`src/rtl/alu_mon_pkg.sv`:
```
// Shared types and widths for the ALU lockstep fault monitor.
//   mon_state_e : classifier FSM state (OK / SUSPECT / FAULT)
//   syn_t       : captured syndrome {carry, data}
package alu_mon_pkg;

  localparam int unsigned DATA_W   = 8;
  localparam int unsigned SYN_W    = 9;
  localparam int unsigned CONSEC_W = 4;

  typedef enum logic [1:0] {
    MON_OK      = 2'd0,
    MON_SUSPECT = 2'd1,
    MON_FAULT   = 2'd2
  } mon_state_e;

  typedef struct packed {
    logic              carry;
    logic [DATA_W-1:0] data;
  } syn_t;

endpackage

```
`src/rtl/alu_fault_monitor_if.sv`:
```
// Bus between the lockstep compare stage / software and the fault monitor.
//   master : drives valid_in, x, y, clear; observes the monitor outputs
//   slave  : the monitor itself
interface alu_fault_monitor_if
  import alu_mon_pkg::*;
#(
  parameter int unsigned CNT_W = 16
) ();

  logic              valid_in;
  logic [DATA_W-1:0] x;
  logic              y;
  logic              clear;
  logic              mismatch;
  logic              fault;
  logic              fault_irq;
  logic [CNT_W-1:0]  err_count;
  logic [SYN_W-1:0]  syn;
  logic              syn_valid;
  logic [1:0]        state;

  modport master (
    output valid_in, x, y, clear,
    input  mismatch, fault, fault_irq, err_count, syn, syn_valid, state
  );

  modport slave (
    input  valid_in, x, y, clear,
    output mismatch, fault, fault_irq, err_count, syn, syn_valid, state
  );

endinterface

```
`src/rtl/alu_fault_monitor_sat_counter.sv`:
```
// Saturating up-counter: holds at all-ones, synchronous clear wins over inc.
//   clk, rst_n : clock, async active-low reset
//   inc        : count up by one this cycle
//   clr        : return to zero
//   count      : registered count
module sat_counter #(
  parameter int unsigned W = 16
) (
  input  logic         clk,
  input  logic         rst_n,
  input  logic         inc,
  input  logic         clr,
  output logic [W-1:0] count
);

  logic [W-1:0] r_count;

  always_ff @(posedge clk or negedge rst_n) begin
    if (!rst_n) begin
      r_count <= '0;
    end else if (clr) begin
      r_count <= '0;
    end else if (inc && (r_count != {W{1'b1}})) begin
      r_count <= r_count + W'(1);
    end
  end

  assign count = r_count;

endmodule

```
`src/rtl/alu_fault_monitor.sv`:
```
// Classifies lockstep ALU mismatches as transient or persistent, keeps a
// saturating error count and captures the first failing syndrome.
//   clk, rst_n : clock, async active-low reset
//   mon        : slave side of alu_fault_monitor_if (samples in, status out)
module alu_fault_monitor
  import alu_mon_pkg::*;
#(
  parameter int unsigned THRESH = 3,
  parameter int unsigned CNT_W  = 16
) (
  input  logic                clk,
  input  logic                rst_n,
  alu_fault_monitor_if.slave  mon
);

  localparam logic [CONSEC_W-1:0] THRESH_C = CONSEC_W'(THRESH);

  mon_state_e          r_state;
  mon_state_e          w_next_state;
  logic [CONSEC_W-1:0] r_consec;
  logic [CONSEC_W-1:0] w_next_consec;
  logic                w_next_fault;
  logic                r_fault;
  logic                r_irq;
  logic                r_mismatch;
  syn_t                r_syn;
  logic                r_syn_valid;
  logic                w_mm;
  logic                w_sample;
  logic                w_hit;
  logic [CNT_W-1:0]    w_err_count;

  // A clear discards any same-cycle sample entirely.
  assign w_mm     = (mon.x != '0) | mon.y;
  assign w_sample = mon.valid_in & ~mon.clear;
  assign w_hit    = w_sample & w_mm;

  // FSM state and consecutive-mismatch counter
  always_ff @(posedge clk or negedge rst_n) begin
    if (!rst_n) begin
      r_state  <= MON_OK;
      r_consec <= '0;
    end else begin
      r_state  <= w_next_state;
      r_consec <= w_next_consec;
    end
  end

  // Next-state: only valid samples advance; FAULT is absorbing until clear
  always_comb begin
    w_next_state  = r_state;
    w_next_consec = r_consec;
    if (mon.clear) begin
      w_next_state  = MON_OK;
      w_next_consec = '0;
    end else begin
      unique case (r_state)
        MON_OK: begin
          if (w_hit) begin
            w_next_consec = CONSEC_W'(1);
            w_next_state  = (THRESH_C == CONSEC_W'(1)) ? MON_FAULT : MON_SUSPECT;
          end
        end
        MON_SUSPECT: begin
          if (w_sample) begin
            if (w_mm) begin
              w_next_consec = r_consec + CONSEC_W'(1);
              if ((r_consec + CONSEC_W'(1)) == THRESH_C) begin
                w_next_state = MON_FAULT;
              end
            end else begin
              w_next_state  = MON_OK;
              w_next_consec = '0;
            end
          end
        end
        MON_FAULT: begin
        end
        default: begin
          w_next_state  = MON_OK;
          w_next_consec = '0;
        end
      endcase
    end
  end

  assign w_next_fault = (w_next_state == MON_FAULT);

  // Registered status flags and first-syndrome capture
  always_ff @(posedge clk or negedge rst_n) begin
    if (!rst_n) begin
      r_fault     <= 1'b0;
      r_irq       <= 1'b0;
      r_mismatch  <= 1'b0;
      r_syn       <= '0;
      r_syn_valid <= 1'b0;
    end else begin
      r_fault    <= w_next_fault;
      r_irq      <= w_next_fault & ~r_fault;
      r_mismatch <= w_hit;
      if (mon.clear) begin
        r_syn       <= '0;
        r_syn_valid <= 1'b0;
      end else if (w_hit && !r_syn_valid) begin
        r_syn       <= '{carry: mon.y, data: mon.x};
        r_syn_valid <= 1'b1;
      end
    end
  end

  sat_counter #(.W(CNT_W)) u_err_cnt (
    .clk   (clk),
    .rst_n (rst_n),
    .inc   (w_hit),
    .clr   (mon.clear),
    .count (w_err_count)
  );

  assign mon.mismatch  = r_mismatch;
  assign mon.fault     = r_fault;
  assign mon.fault_irq = r_irq;
  assign mon.err_count = w_err_count;
  assign mon.syn       = r_syn;
  assign mon.syn_valid = r_syn_valid;
  assign mon.state     = 2'(r_state);

endmodule

```
`src/flat_wrapper.sv`:
```
// flat-port wrapper written by rule: the top's interface ports become plain ports
module alu_fault_monitor_flat import alu_mon_pkg::*;
#(
  parameter int unsigned THRESH = 3,
  parameter int unsigned CNT_W  = 16
)
  (clk, rst_n, mon_valid_in, mon_x, mon_y, mon_clear, mon_mismatch, mon_fault, mon_fault_irq, mon_err_count, mon_syn, mon_syn_valid, mon_state);
  alu_fault_monitor_if #(.CNT_W(CNT_W)) mon_i ();
  input  logic clk;
  input  logic rst_n;
  input wire logic [$bits(mon_i.valid_in)-1:0] mon_valid_in;
  input wire logic [$bits(mon_i.x)-1:0] mon_x;
  input wire logic [$bits(mon_i.y)-1:0] mon_y;
  input wire logic [$bits(mon_i.clear)-1:0] mon_clear;
  output wire logic [$bits(mon_i.mismatch)-1:0] mon_mismatch;
  output wire logic [$bits(mon_i.fault)-1:0] mon_fault;
  output wire logic [$bits(mon_i.fault_irq)-1:0] mon_fault_irq;
  output wire logic [$bits(mon_i.err_count)-1:0] mon_err_count;
  output wire logic [$bits(mon_i.syn)-1:0] mon_syn;
  output wire logic [$bits(mon_i.syn_valid)-1:0] mon_syn_valid;
  output wire logic [$bits(mon_i.state)-1:0] mon_state;
  assign mon_i.valid_in = mon_valid_in;
  assign mon_i.x = mon_x;
  assign mon_i.y = mon_y;
  assign mon_i.clear = mon_clear;
  assign mon_mismatch = mon_i.mismatch;
  assign mon_fault = mon_i.fault;
  assign mon_fault_irq = mon_i.fault_irq;
  assign mon_err_count = mon_i.err_count;
  assign mon_syn = mon_i.syn;
  assign mon_syn_valid = mon_i.syn_valid;
  assign mon_state = mon_i.state;
  alu_fault_monitor #(.THRESH(THRESH), .CNT_W(CNT_W)) u_core (.clk(clk), .rst_n(rst_n), .mon(mon_i));
endmodule
```
`config.mk`:
```
export PLATFORM = sky130hd
export DESIGN_NAME = alu_fault_monitor_flat
export DESIGN_NICKNAME = d
export VERILOG_FILES = /design/src/rtl/alu_mon_pkg.sv /design/src/rtl/alu_fault_monitor_if.sv /design/src/rtl/alu_fault_monitor_sat_counter.sv /design/src/rtl/alu_fault_monitor.sv /design/src/flat_wrapper.sv
export SDC_FILE = /design/constraint.sdc
export NUM_CORES = 1
export LEC_CHECK = 0
export ABC_AREA = 1
export BUFFER_PORTS_ARGS = -buffer_cell sky130_fd_sc_hd__buf_2
export CORE_MARGIN = 1
export CORE_UTILIZATION = 40
export CTS_BUF_LIST = sky130_fd_sc_hd__clkbuf_2 sky130_fd_sc_hd__clkbuf_4 sky130_fd_sc_hd__clkbuf_8
export CTS_CLUSTER_DIAMETER = 150
export CTS_CLUSTER_SIZE = 25
export DETAILED_ROUTE_END_ITERATION = 12
export PLACE_DENSITY = 0.66
export SKIP_LAST_GASP = 1
export SLEW_MARGIN = 0
export SYNTH_ARGS = -nofsm -noshare
export SYNTH_HDL_FRONTEND = slang
export SYNTH_HIERARCHICAL = 1
export SYNTH_SLANG_ARGS = --single-unit
```
`constraint.sdc`:
```
create_clock -name clk -period 2.5 [get_ports clk]
set_input_delay 0.5 -clock clk [delete_from_list [all_inputs] [get_ports clk]]
set_output_delay 0.5 -clock clk [all_outputs]
set_load 0.02 [all_outputs]
```
==> results of run 1 <==
power by group through the flow:
stage	clock network, mW	logic [mW]	registers [mW]
6_report	0.526	0.142	0.600
5_1_grt	0.568	0.158	0.603
4_1_cts	0.546	0.144	0.600
3_5_place_dp	0	0.144	0.611
3_3_place_gp	0	0.142	0.611
2_1_floorplan	0	0.0713	0.630
area by class of cell:
cell class                 count  area share, %
multi-input combinational    193           40.9
inverter                      27           4.37
clock inverter                 2           1.47
clock buffer                   6           3.48
timing repair buffer          44           9.37
sequential                    35           36.9
tap                           67           3.53
cell families after synthesis:
| logic type | count (synthesis) | synth area share, % |
|---|---|---|
| AOI/OAI and AO/OA | 15 | 4.57 |
| and+or+nand+nor | 170 | 40.0 |
| xor gates and xnor gates | 5 | 2.19 |
| adders and majority gates | 3 | 1.88 |
| buffers and inverters | 32 | 7.46 |
| DFF | 35 | 43.9 |
registers in the layout (all words and copies together), names as in the netlist:
signal / cells
u_core/mon.mismatch: 1
u_core/u_err_cnt/count: 16
u_core/r_consec: 4
u_core/mon.syn: 9
u_core/mon.fault: 1
u_core/mon.syn_valid: 1
u_core/mon.fault_irq: 1
u_core/mon.state: 2
worst max-delay path, stage by stage (launching register included):
cell	delay, ns
dfrtp_1	0.42
ha_1	0.20
nand2_2	0.10
nor2_4	0.18
nand2_4	0.11
o21ai_4	0.20
nand2_4	0.09
inv_4	0.16
nand2_1	0.07
nand2_1	0.06
per-layer routing:
metal  track usage [%]  wire, um  vias up
met5                 0         0        -
met4              5.88        32        0
met3              4.14       211        4
met2              30.6      2110       47
met1              23.9      2130      860
li1                  -         -      932
synthesized netlist by cell type (all sizes together):
cell    number
nand3       36
or2          1
dfrtp       35
inv         26
xor2         3
nor3         4
nor2        30
clkinv       1
ha           3
xnor2        2
o21ai       11
o21bai       2
buf          5
nand4       10
a21oi        2
nand3b       1
nand2       88
per-stage QoR:
stage | cells | instance area (sq um) | worst slack, ns | hold WS (ns)
2_1_floorplan | 260 | 2000 | 0.834 | 0.204
3_3_place_gp | 366 | 2260 | 0.673 | 0.420
3_5_place_dp | 366 | 2260 | 0.616 | 0.420
4_1_cts | 374 | 2380 | 0.847 | 0.318
5_1_grt | 374 | 2380 | 0.747 | 0.355
6_report | 374 | 2380 | 0.854 | 0.295
worst paths after layout:
kind | startpoint | to | slack (ns)
worst max-delay path | u_core/u_err_cnt/count[1]$_DFFE_PN0P_ | u_core/u_err_cnt/count[12]$_DFFE_PN0P_ | 0.85
worst min-delay path | rst_n | u_core/mon.syn[5]$_DFFE_PN0P_ | 0.30
worst max register to register | u_core/u_err_cnt/count[1]$_DFFE_PN0P_ | u_core/u_err_cnt/count[12]$_DFFE_PN0P_ | 0.85
worst min register to register | u_core/mon.fault$_DFF_PN0_ | u_core/mon.fault_irq$_DFF_PN0_ | 0.43
max in group asynchronous | rst_n | u_core/u_err_cnt/count[5]$_DFFE_PN0P_ | 1.70
min in group clk | u_core/mon.fault$_DFF_PN0_ | u_core/mon.fault_irq$_DFF_PN0_ | 0.43
==> results.sh, run 1 <==
export IMPL_p_leak_nw=1.28
export IMPL_grt_use_total_pct=18.4
export IMPL_cts_tree="built"
export IMPL_crit_fanout=14
export IMPL_fmax_mhz=608
export IMPL_via_per_inst=4.93
export IMPL_grt_pass1_vias=1634
export IMPL_grt_pass1_wl_mm=7.40
export IMPL_drv_slew=0
export IMPL_rsz0062_at_grt="no"
export IMPL_finalClockSkew_ns=0.00688
export IMPL_ys_seq_area_share_pct=43.9
export IMPL_max_slew_margin_pct=47.1
export IMPL_syn_to_final_growth_pct=19.0
export IMPL_synth_top_cell_area_share_pct=43.9
export IMPL_drtIter0Drc=117
export IMPL_r2r_cells=9
export IMPL_die_width_um=72.7
export IMPL_final_hold_violation_count=0
export IMPL_tightest_slew_ns=0.794
export IMPL_post_drt_wl_per_cell_um=12.0
export IMPL_synth_area_sq_um=2000
export IMPL_synth_area_top_cells="dfrtp_1, nand2_1, nand3_1"
export IMPL_vdd_drop_max_v=0.000261
export IMPL_clk_pin_slew_ns=0.07
export IMPL_p_clk_share_pct=41.5
export IMPL_cts_buffers=5
export IMPL_ys_ff_latch=35
export IMPL_cts_max_path_buffers=2
export IMPL_cts_sink_count=35
export IMPL_drtPass1Iterations=4
export IMPL_cp_arrival_ns=1.87
export IMPL_layout_common_cells="nand2_1, buf_2, dfrtp_1"
export IMPL_fillers=494
export IMPL_p_sw_share_pct=25.1
export IMPL_postCtsSetupRepairBufs=0
export IMPL_die_y_um=72.7
export IMPL_syn_area_per_cell_sq_um=7.68
export IMPL_crit_type="reg2reg"
export IMPL_grt_start_max_net_pins=36
export IMPL_pwr_share_seq_pct=47.3
export IMPL_antenna_found_initial=0
export IMPL_power_density_nw_per_um2=534
export IMPL_gp_congestion=0.887
export IMPL_vias=1843
export IMPL_hold_path_class="in2async"
export IMPL_place_hpwl_mm=3.22
export IMPL_syn_num_nets=276
export IMPL_p_comb_share_pct=11.2
export IMPL_fin_tns_setup_ns=0
export IMPL_status="finished clean"
export IMPL_htree_num_levels=2
export IMPL_cts_resized=0
export IMPL_internal_power_uw=950
export IMPL_dieArea_sq_um=5280
export IMPL_root_buffer="clkbuf_8"
export IMPL_crit_required_ns=2.72
export IMPL_antenna_cells=0
export IMPL_ioPinCount=44
export IMPL_period_share_pct=65.8
export IMPL_power_total_mw=1.27
export IMPL_portBuffers=43
export IMPL_grt_overflow=0
export IMPL_startpoint_type="flop"
export IMPL_drv_cap=0
export IMPL_multiInputGateArea_sq_um=972
export IMPL_drc=0
export IMPL_register_area_sq_um=876
export IMPL_post_route_util_pct=50.0
export IMPL_yosys_area_top_type="dfrtp_1"
export IMPL_period_minus_slack_ns=1.65
export IMPL_coreArea_sq_um=4750
export IMPL_synth_warnings=6
export IMPL_drive_gt1_share_pct=24.1
export IMPL_hold_buffers=0
export IMPL_cp_end_kind="flop"
export IMPL_num_rows=25
export IMPL_routed_wl_mm=4.48
export IMPL_power_switching_uw=318
export IMPL_clock_latency_ns=0.28
export IMPL_finalNetCount=322
export IMPL_synthCells=260
export IMPL_initial_core_util_pct=42.0
export IMPL_ant_nets=0
export IMPL_final_common_cell="nand2_1"
export IMPL_yosys_cell_types_count=30
export IMPL_setup_viol=0
No activity file was read; power rests on OpenSTA's default activity.
==> run 2: changes to the inputs <==
- clock period: 2.5 -> 1.6 ns (I/O delays scaled with it)
==> run 2 against run 1 <==
  * Wire length up 3.3%
  * Worst setup slack worse by 0.72 ns
  * Sequential power rose by 56%
  * Register-to-register slack worse by 0.72 ns
  * Maximum frequency grew 12%
==> results.sh, run 2 (same netlist as run 1, synthesis figures left out) <==
export IMPL_status="finished clean"
export IMPL_ff2ff_setup_slack_ns=0.13
export IMPL_dieArea_sq_um=5280
export IMPL_rr_endpoint="u_core/u_err_cnt/count[5]$_DFFE_PN0P_"
export IMPL_rsz0062_at_grt="no"
export IMPL_ioPinCount=44
export IMPL_antenna_found_initial=0
export IMPL_worstHoldStart="mon_x[5]"
export IMPL_via_per_inst=4.88
export IMPL_portBuffers=43
export IMPL_cts_buffers=5
export IMPL_crit_required_ns=1.82
export IMPL_coreArea_sq_um=4750
export IMPL_ant_nets=0
export IMPL_cp_end_kind="flop"
export IMPL_place_area_sq_um=2360
export IMPL_setup_slack_ns=0.130
export IMPL_p_leak_nw=1.34
export IMPL_place_hpwl_mm=3.46
export IMPL_cp_arrival_ns=1.69
export IMPL_gp_congestion=0.817
export IMPL_clock_latency_ns=0.29
export IMPL_largest_register_ff_count=16
export IMPL_final_area_sq_um=2470
export IMPL_finalNetCount=335
export IMPL_grt_overflow=0
export IMPL_finalClockSkew_ns=0.00533
export IMPL_hold_path_class="in2reg"
export IMPL_drv_cap=0
export IMPL_grt_pass1_vias=1686
export IMPL_fin_tns_setup_ns=0
export IMPL_drtPass1Iterations=4
export IMPL_grt_start_max_net_pins=19
export IMPL_crit_type="reg2reg"
export IMPL_cts_tree="built"
export IMPL_drc=0
export IMPL_grt_use_total_pct=18.9
export IMPL_final_hold_violation_count=0
export IMPL_htree_num_levels=2
export IMPL_setup_viol=0
export IMPL_hold_path_depth=3
export IMPL_num_rows=25
export IMPL_die_y_um=72.7
export IMPL_cts_sink_count=35
export IMPL_drtIter0Drc=131
export IMPL_cts_max_path_buffers=2
export IMPL_routed_wl_mm=4.63
export IMPL_post_route_util_pct=51.9
export IMPL_layout_common_cells="nand2_1, buf_2, nand3_1, dfrtp_1, nor2_1"
export IMPL_power_total_mw=1.83
export IMPL_initial_core_util_pct=42.0
export IMPL_grt_pass1_wl_mm=7.58
export IMPL_startpoint_type="flop"
export IMPL_dp_slack_ns=0.0668
export IMPL_vdd_drop_max_v=0.000363
export IMPL_crit_fanout=14
export IMPL_syn_to_final_growth_pct=23.5
export IMPL_hold_path_endpoint="u_core/mon.syn[5]$_DFFE_PN0P_"
export IMPL_drv_slew=0
export IMPL_tightest_slew_ns=0.423
export IMPL_clk_pin_slew_ns=0.07
export IMPL_final_common_cell="nand2_1"
export IMPL_period_minus_slack_ns=1.47
export IMPL_root_buffer="clkbuf_8"
export IMPL_die_width_um=72.7
export IMPL_r2r_cells=9
export IMPL_period_share_pct=91.9
export IMPL_power_density_nw_per_um2=742
export IMPL_fmax_mhz=680
export IMPL_max_slew_margin_pct=71.7
export IMPL_postCtsSetupRepairBufs=0
export IMPL_vias=1884
export IMPL_drive_gt1_share_pct=27.0
export IMPL_antenna_cells=0
export IMPL_post_drt_wl_per_cell_um=12.0
export IMPL_worstReg2RegStart="u_core/u_err_cnt/count[1]$_DFFE_PN0P_"
-- run 2: changes by cell type in the layout (fill, tap and decap cells not counted) --
cell	change
dfrtp_2	+1
dfrtp_1	-1
inv_6	+1
dlygate4sd3_1	+1
bufinv_16	-1
buf_6	+1
buf_4	+10
inv_4	-1
buf_12	+1
-- run 2: area by class of cell --
| class | count | area (sq um) |
|---|---|---|
| fill | 480 | 2290 |
| timing repair buffer | 57 | 339 |
| inverter | 27 | 106 |
| tap | 67 | 83.8 |
| multi-input combinational | 193 | 972 |
| sequential | 35 | 877 |
| clock inverter | 1 | 5.00 |
| clock buffer | 6 | 82.6 |
-- run 2: how the worst max path moves through the flow --
stage | depth (start not counted) | slack (ns) | endpoint | from
2_1_floorplan | 10 | 0.009 | u_core/u_err_cnt/count[7]$_DFFE_PN0P_ | u_core/u_err_cnt/count[0]$_DFFE_PN0P_
3_3_place_gp | 12 | 0.09 | u_core/u_err_cnt/count[5]$_DFFE_PN0P_ | mon_x[2]
3_5_place_dp | 12 | 0.07 | u_core/u_err_cnt/count[2]$_DFFE_PN0P_ | mon_x[2]
4_1_cts | 9 | 0.09 | u_core/u_err_cnt/count[5]$_DFFE_PN0P_ | u_core/u_err_cnt/count[1]$_DFFE_PN0P_
5_1_grt | 9 | 0.01 | u_core/u_err_cnt/count[7]$_DFFE_PN0P_ | u_core/u_err_cnt/count[1]$_DFFE_PN0P_
6_report | 9 | 0.13 | u_core/u_err_cnt/count[5]$_DFFE_PN0P_ | u_core/u_err_cnt/count[1]$_DFFE_PN0P_
-- run 2: per-stage QoR --
stage / std cells / hold slack (ns)
final: 386 / 0.281
after global routing: 386 / 0.291
after CTS: 386 / 0.271
after detailed placement: 378 / 0.285
after global placement: 378 / 0.286
after floorplan: 260 / 0.0244
-- run 2: power breakdown --
| group | total, mW | internal (mW) | switching, mW |
|---|---|---|---|
| Clock | 0.652 | 0.338 | 0.314 |
| Sequential | 0.938 | 0.915 | 0.0230 |
| Combinational | 0.240 | 0.0788 | 0.161 |
-- run 2: what timing repair did --
| item | 4_1_cts | 5_1_grt |
|---|---|---|
| resized for setup | 0 | 2 |
| hold buffers | 1 | 0 |
| hold endpoints to repair | 17 | 0 |
| endpoints found under the setup margin | 0 | 4 |
-- run 2: metal layers --
metal	vias to the layer above	part of all wire [%]	GRT usage (%)
met3	9	4.2	4.56
met4	0	1.6	6.97
met1	878	48	24.8
met5	-	0	0
li1	953	-	-
met2	44	46	30.4
-- run 2: critical path: stages, from the launching register on --
cell and delay, ns:
dfrtp_2 0.40, ha_1 0.18, nand2_2 0.09, nor2_4 0.12
nand2_4 0.08, o21ai_4 0.18, nand2_4 0.09, inv_6 0.13
nand2_1 0.06, nand2_1 0.06
